<file path="src/rtl/ysyx_22050243_pkg.sv">
// Shared definitions for the npc writeback/trap slice:
// CSR addresses, csr_op encodings, cause codes, WB bus layout.
package ysyx_22050243_pkg;

  localparam logic [11:0] CSR_MSTATUS  = 12'h300;
  localparam logic [11:0] CSR_MIE      = 12'h304;
  localparam logic [11:0] CSR_MTVEC    = 12'h305;
  localparam logic [11:0] CSR_MSCRATCH = 12'h340;
  localparam logic [11:0] CSR_MEPC     = 12'h341;
  localparam logic [11:0] CSR_MCAUSE   = 12'h342;
  localparam logic [11:0] CSR_MIP      = 12'h344;
  localparam logic [11:0] CSR_MCYCLE   = 12'hB00;
  localparam logic [11:0] CSR_MINSTRET = 12'hB02;
  localparam logic [11:0] CSR_MHARTID  = 12'hF14;

  localparam logic [2:0] CSR_OP_NONE = 3'd0;
  localparam logic [2:0] CSR_OP_RW   = 3'd1;
  localparam logic [2:0] CSR_OP_RS   = 3'd2;
  localparam logic [2:0] CSR_OP_RC   = 3'd3;
  localparam logic [2:0] CSR_OP_RWI  = 3'd5;
  localparam logic [2:0] CSR_OP_RSI  = 3'd6;
  localparam logic [2:0] CSR_OP_RCI  = 3'd7;

  localparam int MCAUSE_MTI     = 7;
  localparam int MCAUSE_ECALL_M = 11;
  localparam int IRQ_MTI_BIT    = 7;

  // Bus packed LSB-first: result, rd, reg_wen, pc, csr_addr,
  // csr_op, csr_src, uimm, ecall, mret, ebreak.
  function automatic int wb_bus_w(int xlen, int pc_w);
    return 2 * xlen + pc_w + 29;
  endfunction

  function automatic int off_rd(int xlen);
    return xlen;
  endfunction

  function automatic int off_wen(int xlen);
    return xlen + 5;
  endfunction

  function automatic int off_pc(int xlen);
    return xlen + 6;
  endfunction

  function automatic int off_csr_addr(int xlen, int pc_w);
    return xlen + pc_w + 6;
  endfunction

  function automatic int off_csr_op(int xlen, int pc_w);
    return xlen + pc_w + 18;
  endfunction

  function automatic int off_csr_src(int xlen, int pc_w);
    return xlen + pc_w + 21;
  endfunction

  function automatic int off_uimm(int xlen, int pc_w);
    return 2 * xlen + pc_w + 21;
  endfunction

  function automatic int off_ecall(int xlen, int pc_w);
    return 2 * xlen + pc_w + 26;
  endfunction

  function automatic int off_mret(int xlen, int pc_w);
    return 2 * xlen + pc_w + 27;
  endfunction

  function automatic int off_ebreak(int xlen, int pc_w);
    return 2 * xlen + pc_w + 28;
  endfunction

endpackage

</file>
<file path="src/rtl/ysyx_22050243_gpr.sv">
// 32 x XLEN register file, NRP combinational read ports,
// one write port forwarded to readers in the same cycle.
module ysyx_22050243_gpr #(
  parameter int XLEN = 64,
  parameter int NRP  = 2
) (
  input  logic                clk,
  input  logic                wen,
  input  logic [4:0]          waddr,
  input  logic [XLEN-1:0]     wdata,
  input  logic [NRP*5-1:0]    raddr,
  output logic [NRP*XLEN-1:0] rdata
);

  logic [XLEN-1:0] rf [32];

  always_ff @(posedge clk) begin
    if (wen && waddr != 5'd0) begin
      rf[waddr] <= wdata;
    end
  end

  for (genvar i = 0; i < NRP; i++) begin : g_rd
    logic [4:0] a;
    assign a = raddr[5*i +: 5];
    assign rdata[XLEN*i +: XLEN] =
      (a == 5'd0)            ? '0    :
      (wen && a == waddr)    ? wdata :
                               rf[a];
  end

endmodule

</file>
<file path="src/rtl/ysyx_22050243_wb_trap.sv">
// Writeback stage: WB slot, GPR file, M-mode CSRs and
// precise trap/mret handling with a registered PC redirect.
module ysyx_22050243_wb_trap
  import ysyx_22050243_pkg::*;
#(
  parameter int XLEN   = 64,
  parameter int PC_W   = 32,
  parameter int NRP    = 2,
  parameter int VEC_EN = 1
) (
  input  logic                           clk,
  input  logic                           rst,
  input  logic                           mem_to_wb_valid,
  input  logic [wb_bus_w(XLEN,PC_W)-1:0] mem_to_wb_bus,
  input  logic                           mem_flush,
  output logic                           wb_allowin,
  input  logic [NRP*5-1:0]               raddr,
  output logic [NRP*XLEN-1:0]            rdata,
  input  logic                           timer_irq,
  output logic                           wb_redirect_valid,
  output logic [PC_W-1:0]                wb_redirect_pc,
  output logic                           wb_commit,
  output logic [PC_W-1:0]                wb_pc,
  output logic [4:0]                     wb_rd,
  output logic                           wb_reg_wen,
  output logic [XLEN-1:0]                wb_reg_wdata,
  output logic                           wb_ebreak
);

  localparam int BW = wb_bus_w(XLEN, PC_W);
  localparam logic READY_GO = 1'b1;

  logic            wb_valid_q, wb_valid_d;
  logic [BW-1:0]   slot_q, slot_d;
  logic            mtip_q, mtip_d;
  logic            mst_mie_q, mst_mie_d;
  logic            mst_mpie_q, mst_mpie_d;
  logic [1:0]      mst_mpp_q, mst_mpp_d;
  logic [XLEN-1:0] mie_q, mie_d;
  logic [XLEN-1:0] mtvec_q, mtvec_d;
  logic [XLEN-1:0] mscratch_q, mscratch_d;
  logic [XLEN-1:0] mepc_q, mepc_d;
  logic [XLEN-1:0] mcause_q, mcause_d;
  logic [XLEN-1:0] mcycle_q, mcycle_d;
  logic [XLEN-1:0] minstret_q, minstret_d;
  logic            redir_valid_q, redir_valid_d;
  logic [PC_W-1:0] redir_pc_q, redir_pc_d;

  logic [XLEN-1:0] s_result, s_csr_src;
  logic [4:0]      s_rd, s_uimm;
  logic            s_wen, s_ecall, s_mret, s_ebreak;
  logic [PC_W-1:0] s_pc;
  logic [11:0]     s_caddr;
  logic [2:0]      s_cop;

  assign s_result  = slot_q[0 +: XLEN];
  assign s_rd      = slot_q[off_rd(XLEN) +: 5];
  assign s_wen     = slot_q[off_wen(XLEN)];
  assign s_pc      = slot_q[off_pc(XLEN) +: PC_W];
  assign s_caddr   = slot_q[off_csr_addr(XLEN,PC_W) +: 12];
  assign s_cop     = slot_q[off_csr_op(XLEN,PC_W) +: 3];
  assign s_csr_src = slot_q[off_csr_src(XLEN,PC_W) +: XLEN];
  assign s_uimm    = slot_q[off_uimm(XLEN,PC_W) +: 5];
  assign s_ecall   = slot_q[off_ecall(XLEN,PC_W)];
  assign s_mret    = slot_q[off_mret(XLEN,PC_W)];
  assign s_ebreak  = slot_q[off_ebreak(XLEN,PC_W)];

  logic irq_take, ecall_take, mret_take, trap_take, commit;
  logic csr_act, csr_wen, gpr_wen;
  logic [XLEN-1:0] csr_src, csr_rdata, csr_wval;
  logic [XLEN-1:0] mstatus_v, mip_v, pc_ext;
  logic [PC_W-1:0] vec_pc;

  assign irq_take   = wb_valid_q & mst_mie_q
                    & mie_q[IRQ_MTI_BIT] & mtip_q;
  assign ecall_take = wb_valid_q & s_ecall & ~irq_take;
  assign mret_take  = wb_valid_q & s_mret & ~irq_take;
  assign trap_take  = irq_take | ecall_take;
  assign commit     = wb_valid_q & ~irq_take;

  assign csr_act = s_cop[1:0] != 2'b00;
  assign csr_src = s_cop[2] ? XLEN'(s_uimm) : s_csr_src;
  assign csr_wen = commit & ~s_ecall & csr_act
                 & ~(s_cop[1] & (csr_src == '0));
  assign gpr_wen = commit & ~s_ecall & s_wen & (s_rd != 5'd0);

  always_comb begin
    mstatus_v = '0;
    mstatus_v[12:11] = mst_mpp_q;
    mstatus_v[7] = mst_mpie_q;
    mstatus_v[3] = mst_mie_q;
    mip_v = '0;
    mip_v[IRQ_MTI_BIT] = mtip_q;
    case (s_caddr)
      CSR_MSTATUS:  csr_rdata = mstatus_v;
      CSR_MIE:      csr_rdata = mie_q;
      CSR_MTVEC:    csr_rdata = mtvec_q;
      CSR_MSCRATCH: csr_rdata = mscratch_q;
      CSR_MEPC:     csr_rdata = mepc_q;
      CSR_MCAUSE:   csr_rdata = mcause_q;
      CSR_MIP:      csr_rdata = mip_v;
      CSR_MCYCLE:   csr_rdata = mcycle_q;
      CSR_MINSTRET: csr_rdata = minstret_q;
      CSR_MHARTID:  csr_rdata = '0;
      default:      csr_rdata = '0;
    endcase
  end

  always_comb begin
    case (s_cop[1:0])
      2'b01:   csr_wval = csr_src;
      2'b10:   csr_wval = csr_rdata | csr_src;
      2'b11:   csr_wval = csr_rdata & ~csr_src;
      default: csr_wval = csr_rdata;
    endcase
  end

  assign pc_ext = XLEN'(s_pc);

  always_comb begin
    vec_pc = {mtvec_q[PC_W-1:2], 2'b00};
    if (irq_take && VEC_EN != 0 && mtvec_q[1:0] == 2'b01) begin
      vec_pc = vec_pc + PC_W'(4 * MCAUSE_MTI);
    end
  end

  always_comb begin
    wb_valid_d    = wb_valid_q;
    slot_d        = slot_q;
    mtip_d        = timer_irq;
    mst_mie_d     = mst_mie_q;
    mst_mpie_d    = mst_mpie_q;
    mst_mpp_d     = mst_mpp_q;
    mie_d         = mie_q;
    mtvec_d       = mtvec_q;
    mscratch_d    = mscratch_q;
    mepc_d        = mepc_q;
    mcause_d      = mcause_q;
    mcycle_d      = mcycle_q + XLEN'(1);
    minstret_d    = minstret_q + XLEN'(commit);
    redir_valid_d = trap_take | mret_take;
    redir_pc_d    = '0;

    // A trap/mret in WB also kills the younger op arriving now.
    if (wb_allowin) begin
      wb_valid_d = mem_to_wb_valid & ~mem_flush
                 & ~(trap_take | mret_take);
      if (mem_to_wb_valid) slot_d = mem_to_wb_bus;
    end

    if (csr_wen) begin
      case (s_caddr)
        CSR_MSTATUS: begin
          mst_mie_d  = csr_wval[3];
          mst_mpie_d = csr_wval[7];
          mst_mpp_d  = csr_wval[12:11];
        end
        CSR_MIE:      mie_d      = csr_wval;
        CSR_MTVEC:    mtvec_d    = csr_wval;
        CSR_MSCRATCH: mscratch_d = csr_wval;
        CSR_MEPC:     mepc_d     = {csr_wval[XLEN-1:1], 1'b0};
        CSR_MCAUSE:   mcause_d   = csr_wval;
        CSR_MCYCLE:   mcycle_d   = csr_wval;
        CSR_MINSTRET: minstret_d = csr_wval;
        default: ;
      endcase
    end

    unique case (1'b1)
      trap_take: begin
        mepc_d     = {pc_ext[XLEN-1:1], 1'b0};
        mcause_d   = irq_take ? {1'b1, (XLEN-1)'(MCAUSE_MTI)}
                              : XLEN'(MCAUSE_ECALL_M);
        mst_mpie_d = mst_mie_q;
        mst_mie_d  = 1'b0;
        mst_mpp_d  = 2'b11;
        redir_pc_d = vec_pc;
      end
      mret_take: begin
        mst_mie_d  = mst_mpie_q;
        mst_mpie_d = 1'b1;
        mst_mpp_d  = 2'b11;
        redir_pc_d = mepc_q[PC_W-1:0];
      end
      default: ;
    endcase
  end

  always_ff @(posedge clk) begin
    if (rst) begin
      wb_valid_q    <= 1'b0;
      slot_q        <= '0;
      mtip_q        <= 1'b0;
      mst_mie_q     <= 1'b0;
      mst_mpie_q    <= 1'b0;
      mst_mpp_q     <= 2'b11;
      mie_q         <= '0;
      mtvec_q       <= '0;
      mscratch_q    <= '0;
      mepc_q        <= '0;
      mcause_q      <= '0;
      mcycle_q      <= '0;
      minstret_q    <= '0;
      redir_valid_q <= 1'b0;
      redir_pc_q    <= '0;
    end else begin
      wb_valid_q    <= wb_valid_d;
      slot_q        <= slot_d;
      mtip_q        <= mtip_d;
      mst_mie_q     <= mst_mie_d;
      mst_mpie_q    <= mst_mpie_d;
      mst_mpp_q     <= mst_mpp_d;
      mie_q         <= mie_d;
      mtvec_q       <= mtvec_d;
      mscratch_q    <= mscratch_d;
      mepc_q        <= mepc_d;
      mcause_q      <= mcause_d;
      mcycle_q      <= mcycle_d;
      minstret_q    <= minstret_d;
      redir_valid_q <= redir_valid_d;
      redir_pc_q    <= redir_pc_d;
    end
  end

  assign wb_allowin        = ~wb_valid_q | READY_GO;
  assign wb_redirect_valid = redir_valid_q;
  assign wb_redirect_pc    = redir_pc_q;
  assign wb_commit         = commit;
  assign wb_pc             = s_pc;
  assign wb_reg_wen        = gpr_wen;
  assign wb_rd             = gpr_wen ? s_rd : 5'd0;
  assign wb_reg_wdata      = !gpr_wen ? '0
                           : csr_act ? csr_rdata : s_result;
  assign wb_ebreak         = commit & s_ebreak;

  ysyx_22050243_gpr #(
    .XLEN (XLEN),
    .NRP  (NRP)
  ) u_gpr (
    .clk   (clk),
    .wen   (gpr_wen),
    .waddr (s_rd),
    .wdata (wb_reg_wdata),
    .raddr (raddr),
    .rdata (rdata)
  );

endmodule
</file>
<file path="config.mk">
export PLATFORM = sky130hd
export DESIGN_NAME = ysyx_22050243_wb_trap
export DESIGN_NICKNAME = d
export VERILOG_FILES = /design/src/rtl/ysyx_22050243_pkg.sv /design/src/rtl/ysyx_22050243_gpr.sv /design/src/rtl/ysyx_22050243_wb_trap.sv
export SDC_FILE = /design/constraint.sdc
export NUM_CORES = 2
export LEC_CHECK = 0
export CAP_MARGIN = 5
export CORE_MARGIN = 2
export CORE_UTILIZATION = 38
export DETAILED_ROUTE_END_ITERATION = 10
export PLACE_DENSITY = 0.51
export RECOVER_POWER = 50
export SETUP_SLACK_MARGIN = 0.02
export SYNTH_ARGS = -nofsm -noshare
export SYNTH_HDL_FRONTEND = slang
export SYNTH_SLANG_ARGS = --single-unit
export TNS_END_PERCENT = 10
</file>
<file path="constraint.sdc">
create_clock -name clk -period 7.12 [get_ports clk]
set_input_delay 0.712 -clock clk [delete_from_list [all_inputs] [get_ports clk]]
set_output_delay 0.712 -clock clk [all_outputs]
set_load 0.01 [all_outputs]
</file>
# == Word-level counts from Yosys, hierarchy flattened ==
# Memory sizes are Yosys's and may differ from the RTL's.
# Cells that the tools add are included.
# word_totals
ram_bits,2048
output_inout_bits,266
memories,1
inputBits,204
reg_bits,675
# op_classes
mux,31
reduce_logical,24
bitwise,27
n_addsub,3
n_eq_ne,15
# memory_table
memory,words,width,read_ports,rd_ports_with_merged_regs,wr,line,text
u_gpr.rf,32,64,2,0,1,ysyx_22050243_gpr.sv:15,logic [XLEN-1:0] rf [32];
# op_table
cell,n
two-way mux 64 bit,15
case mux 64 bit (9 select lines),1
case mux 64 bit (3 select lines),1
two-way mux 32 bit,4
equality test 12 x 10 -> 1 bit (second input constant),7
adder 64 x 1 -> 64 bit,1
adder 64 x 1 -> 64 bit (second input constant),1
bitwise AND 64 bit,1
logical NOT 64 bit,1
inverter 64 bit,1
OR 64 bit,1
case mux 32 bit (2 select lines),1
adder 32 x 5 -> 32 bit (second input constant),1
equality test 12 bit (second input constant),2
bitwise AND 1 bit,17
AND reduction 2 bit,8
equality test 5 bit,2
logical NOT 5 bit,2
nonzero test 2 bit,4
two-way mux 1 bit,6
nonzero test 3 bit,2
two-way mux 5 bit,1
inverter 1 bit,5
nonzero test 5 bit,1
7 further kinds,14

# == Logic depth before layout (Yosys ltp) ==
# depth
ltp_word,11
depth_mapped,11

# == Hierarchy ==
# Synthesis repeated with hierarchy kept, for this count alone.
# unflattened
hier_cells,8975
area_unflattened_um2,128386.9
# by_module_without_submodules
module,area_per_inst_um2,cells_each,instances
ysyx_22050243_gpr,94952.3,4900,1
ysyx_22050243_wb_trap,33434.6,4075,1

# == Worst setup path after synthesis ==
# No wires, ideal clock.
# synth_timing
kind,register to register
from,register wb_valid_q
to,memory u_gpr.rf[19][0] (enable)
stages_incl_launch_ff,6
arrival_time_ps,5937
setup_slack_ps,605
n_path_buf,1
setup_ps,578
path_cell_list,dfxtp_1 -> clkbuf_1 -> nand4b_1 -> nor2_1 -> nand3_1 -> nor3b_1
# synth_via
elab_chain_len,11
# synth_rtl
item,line,text
start: declaration,ysyx_22050243_wb_trap.sv:33,"logic wb_valid_q, wb_valid_d;"
start signal: assignment,ysyx_22050243_wb_trap.sv:207,wb_valid_q <= wb_valid_d;
bitwise AND 1 bit,ysyx_22050243_wb_trap.sv:74,assign irq_take = wb_valid_q & mst_mie_q
bitwise AND 1 bit (2 in a row),ysyx_22050243_wb_trap.sv:75,& mie_q[IRQ_MTI_BIT] & mtip_q;
inverter 1 bit,ysyx_22050243_wb_trap.sv:79,assign commit = wb_valid_q & ~irq_take;
bitwise AND 1 bit *,ysyx_22050243_wb_trap.sv:79,
bitwise AND 1 bit * (3 in a row),ysyx_22050243_wb_trap.sv:85,assign gpr_wen = commit & ~s_ecall & s_wen & (s_rd != 5'd0);
logical AND 1 bit *,ysyx_22050243_gpr.sv:18,if (wen && waddr != 5'd0) begin
two-way mux 1 bit *,ysyx_22050243_gpr.sv:18,
two-way mux 1 bit (not written as such) *,ysyx_22050243_gpr.sv:19,rf[waddr] <= wdata;
end: declaration,ysyx_22050243_gpr.sv:15,
# Every way passes the cells marked *; elsewhere a longest branch is shown, timed or not.

# == Worst setup path in the final report ==
# layout_timing
from,register mst_mie_q
to,memory u_gpr.rf[1][32] (enable)
# layout_via
elab_chain_len,11
# layout_rtl
item,line,text
start: declaration,ysyx_22050243_wb_trap.sv:36,"logic mst_mie_q, mst_mie_d;"
start signal: assignment,ysyx_22050243_wb_trap.sv:210,mst_mie_q <= mst_mie_d;
bitwise AND 1 bit,ysyx_22050243_wb_trap.sv:74,
bitwise AND 1 bit (2 in a row),ysyx_22050243_wb_trap.sv:75,
inverter 1 bit,ysyx_22050243_wb_trap.sv:79,
bitwise AND 1 bit,ysyx_22050243_wb_trap.sv:79,
bitwise AND 1 bit (3 in a row),ysyx_22050243_wb_trap.sv:85,
logical AND 1 bit,ysyx_22050243_gpr.sv:18,
two-way mux 1 bit,ysyx_22050243_gpr.sv:18,
two-way mux 1 bit (not written as such),ysyx_22050243_gpr.sv:19,
# Every way passes these cells.

==> flow_summary.json <==
{
  "outcome": "finished, violations left",
  "violations": "max-capacitance violations, max-slew violations",
  "cp_slowest_stage_delay_ps": 2570,
  "antenna_found_initial": 18,
  "rr_startpoint": "mst_mie_q",
  "period_minus_slack_ps": 6860,
  "hold_path.class": "input pin to flop",
  "area_growth_pct": 15.3,
  "cts-buffers-inserted": 314,
  "first_pass_iters": 9,
  "worstPathMaxFanout": 54,
  "clk-insertion-delay-late_ps": 960,
  "clock_skew_ps": 45.3,
  "final-setup-viol-count": 0,
  "crit_buf_inv": 1,
  "critPathTopFamily": "simple AND/OR/NAND/NOR gates",
  "hold_violations": 0,
  "power_mw": 34.7,
  "start_util_pct": 38.2,
  "post-place-ws_ps": 1400,
  "worst-endpoint-arrival_ps": 7290,
  "async_flop_share_pct": 0,
  "coreArea_um2": 334000,
  "yosysWarnings": 0,
  "hpwl_um": 276000,
  "place_congestion": 0.946,
  "io_buffers": 467,
  "grt_pass1_vias": 81478,
  "drtIter0Drc": 10425,
  "drtAntennaViolNets": 0,
  "cts_hold_buf": 0,
  "cts_tree": "yes",
  "fmax_mhz": 146,
  "cts_buffer_depth": 4,
  "cp.required_ps": 7550,
  "synth_top_area_share_pct": 48.2,
  "fin_tns_setup_ps": 0,
  "rsz0062_at_grt": "no",
  "rows": 212,
  "cts_resized": 0,
  "boundaryPins": 470,
  "p_per_area_nw_per_um2": 236,
  "cap_violations": 74,
  "synth_area_um2": 128000,
  "die-area_um2": 340000,
  "synthTopCellsByArea": "edfxtp_1, mux4_2, dfxtp_1",
  "grt_usage_pct": 27.2,
  "period_share_pct": 96.3,
  "slew_viol_final": 2509,
  "cts.clk_slew.worst_paths_ps": 60,
  "crit_start": "mst_mie_q",
  "postCtsSetupRepairBufs": 0,
  "criticalPathCategory": "flop to flop",
  "cellLeakagePower_nw": 52.5,
  "critPathCaptureType": "flop",
  "grt_max_degree": 153,
  "wl_per_cell_um": 36.5,
  "avgSynthCellArea_um2": 16.2,
  "synth_seq_area_share_pct": 58.8,
  "worstPathCellList": "nand3_1, nand4b_1, or2_0, nor2_1, clkbuf_2",
  "grt_pass1_wl_um": 653000,
  "htreeDepth": 5,
  "ir_drop_v": 0.000188,
  "synthFlopType": "edfxtp_1",
  "fp.dieH_um": 583,
  "final_util_pct": 44.1,
  "worstHoldStart": "mem_to_wb_bus[175]",
  "synth_seq_cells": 2722,
  "synth_edf_count": 2048,
  "yosysTopAreaCell": "edfxtp_1",
  "globalRouteOverflowTotal": 0,
  "vias": 81899,
  "vias_per_cell": 6.34,
  "fin_ws_ps": 263,
  "die_width_um": 583,
  "slew_headroom_pct": -297,
  "synth_cells": 7872,
  "critPathLaunchType": "flop",
  "synth_cell_types": 95,
  "tightest_slew_ps": 5960,
  "drive_above_1_share_pct": 24.4,
  "fin_nets": 8476,
  "drt_wl_total_um": 471000,
  "drc_errors": 0,
  "crit_slowest_cell": "clkbuf_2",
  "cts_root_buf": "clkbuf_16",
  "cts.sinks": 2722
}
==> power by group <==
part	internal [mW]	switching [mW]	total, mW
logic	0.689	1.09	1.78
clock network	9.13	6.75	15.9
registers	16.9	0.121	17.1
total	26.7	7.96	34.7
==> worst reg2reg max path, stage by stage (launching register included) <==
cell and delay [ps]:
dfxtp_1 400, nand3_1 240, nand4b_1 790, or2_0 640, nor2_1 1580, clkbuf_2 2580
==> per-stage QoR <==
stage | area [um2] | hold WS (ps) | instances
after floorplan | 128000 | 428 | 7936
after global routing | 147000 | 398 | 12905
after global placement | 138000 | 438 | 12339
after detailed placement | 138000 | 446 | 12339
final | 147000 | 394 | 12910
after CTS | 148000 | 212 | 12902
==> cells by family (layout without fill, tap and decap cells) <==
logic type | after synthesis | in the layout | synth area share [%]
muxes | 1631 | 1631 | 25.4
buffers and inverters | 796 | 1375 | 2.62
other | 2 | 74 | 0.00589
xor gates and xnor gates | 192 | 192 | 1.32
and+or+nand+nor | 1371 | 1371 | 5.27
DFF | 2722 | 2722 | 58.8
adders and majority gates | 4 | 4 | 0.0393
AOI/OAI and AO/OA | 1154 | 1154 | 6.55
==> layout by cell type (no fill, tap or decap), drive strengths merged, types with 95 or more instances in the layout <==
cell type and count:
a211oi 233, a21oi 196, a222oi 96, buf 208, clkbuf 477, clkdlybuf4s50 390
clkinv 114, dfxtp 674, edfxtp 2048, inv 97, mux2i 340, mux4 1280
nand2 252, nand4 126, nor2 500, nor3 95, o21ai 246, o22ai 107
xnor2 125
==> path summary, 6_finish.rpt <==
path,to,slack (ps),cells past startpoint
hold reg to reg,mcause_q[16],450,2
hold / removal,slot_q[175],390,3
setup / recovery,u_gpr.rf[1][32],260,5
setup reg to reg,u_gpr.rf[1][32],260,5
==> flip-flops by register name (all words and copies together), names as in the netlist <==
signal / flops
u_gpr.rf: 2048
slot_q: 189
mcause_q: 64
mcycle_q: 64
mie_q: 64
minstret_q: 64
mscratch_q: 64
mtvec_q: 64
mepc_q: 63
wb_redirect_pc: 31
mst_mpp_q: 2
mst_mie_q: 1
mst_mpie_q: 1
mtip_q: 1
wb_redirect_valid: 1
wb_valid_q: 1
==> cell type report <==
class	count	area, um2
fill	29352	187000
timing repair buffer	727	6940
tap	4387	5490
multi-input combinational	4418	49400
clock inverter	150	1330
clock buffer	413	8560
sequential	2722	75000
antenna	8	20.0
inverter	85	322
==> metal layers <==
metal,track usage (%),wire [um]
met5,0,24
met4,9.73,19400
met3,5.24,41500
met2,42.9,218000
met1,37.4,192000
==> cells in the mapped netlist (107+ instances only) <==
cell type,count
a211oi_1,161
a21oi_1,194
buf_1,134
buf_2,132
clkbuf_1,396
dfxtp_1,674
edfxtp_1,2048
mux2i_1,340
mux4_2,1280
nand2_1,251
nand4_1,126
nor2_1,500
o21ai_0,187
o22ai_1,107
xnor2_1,125
Power figures use the tool's default switching activity.
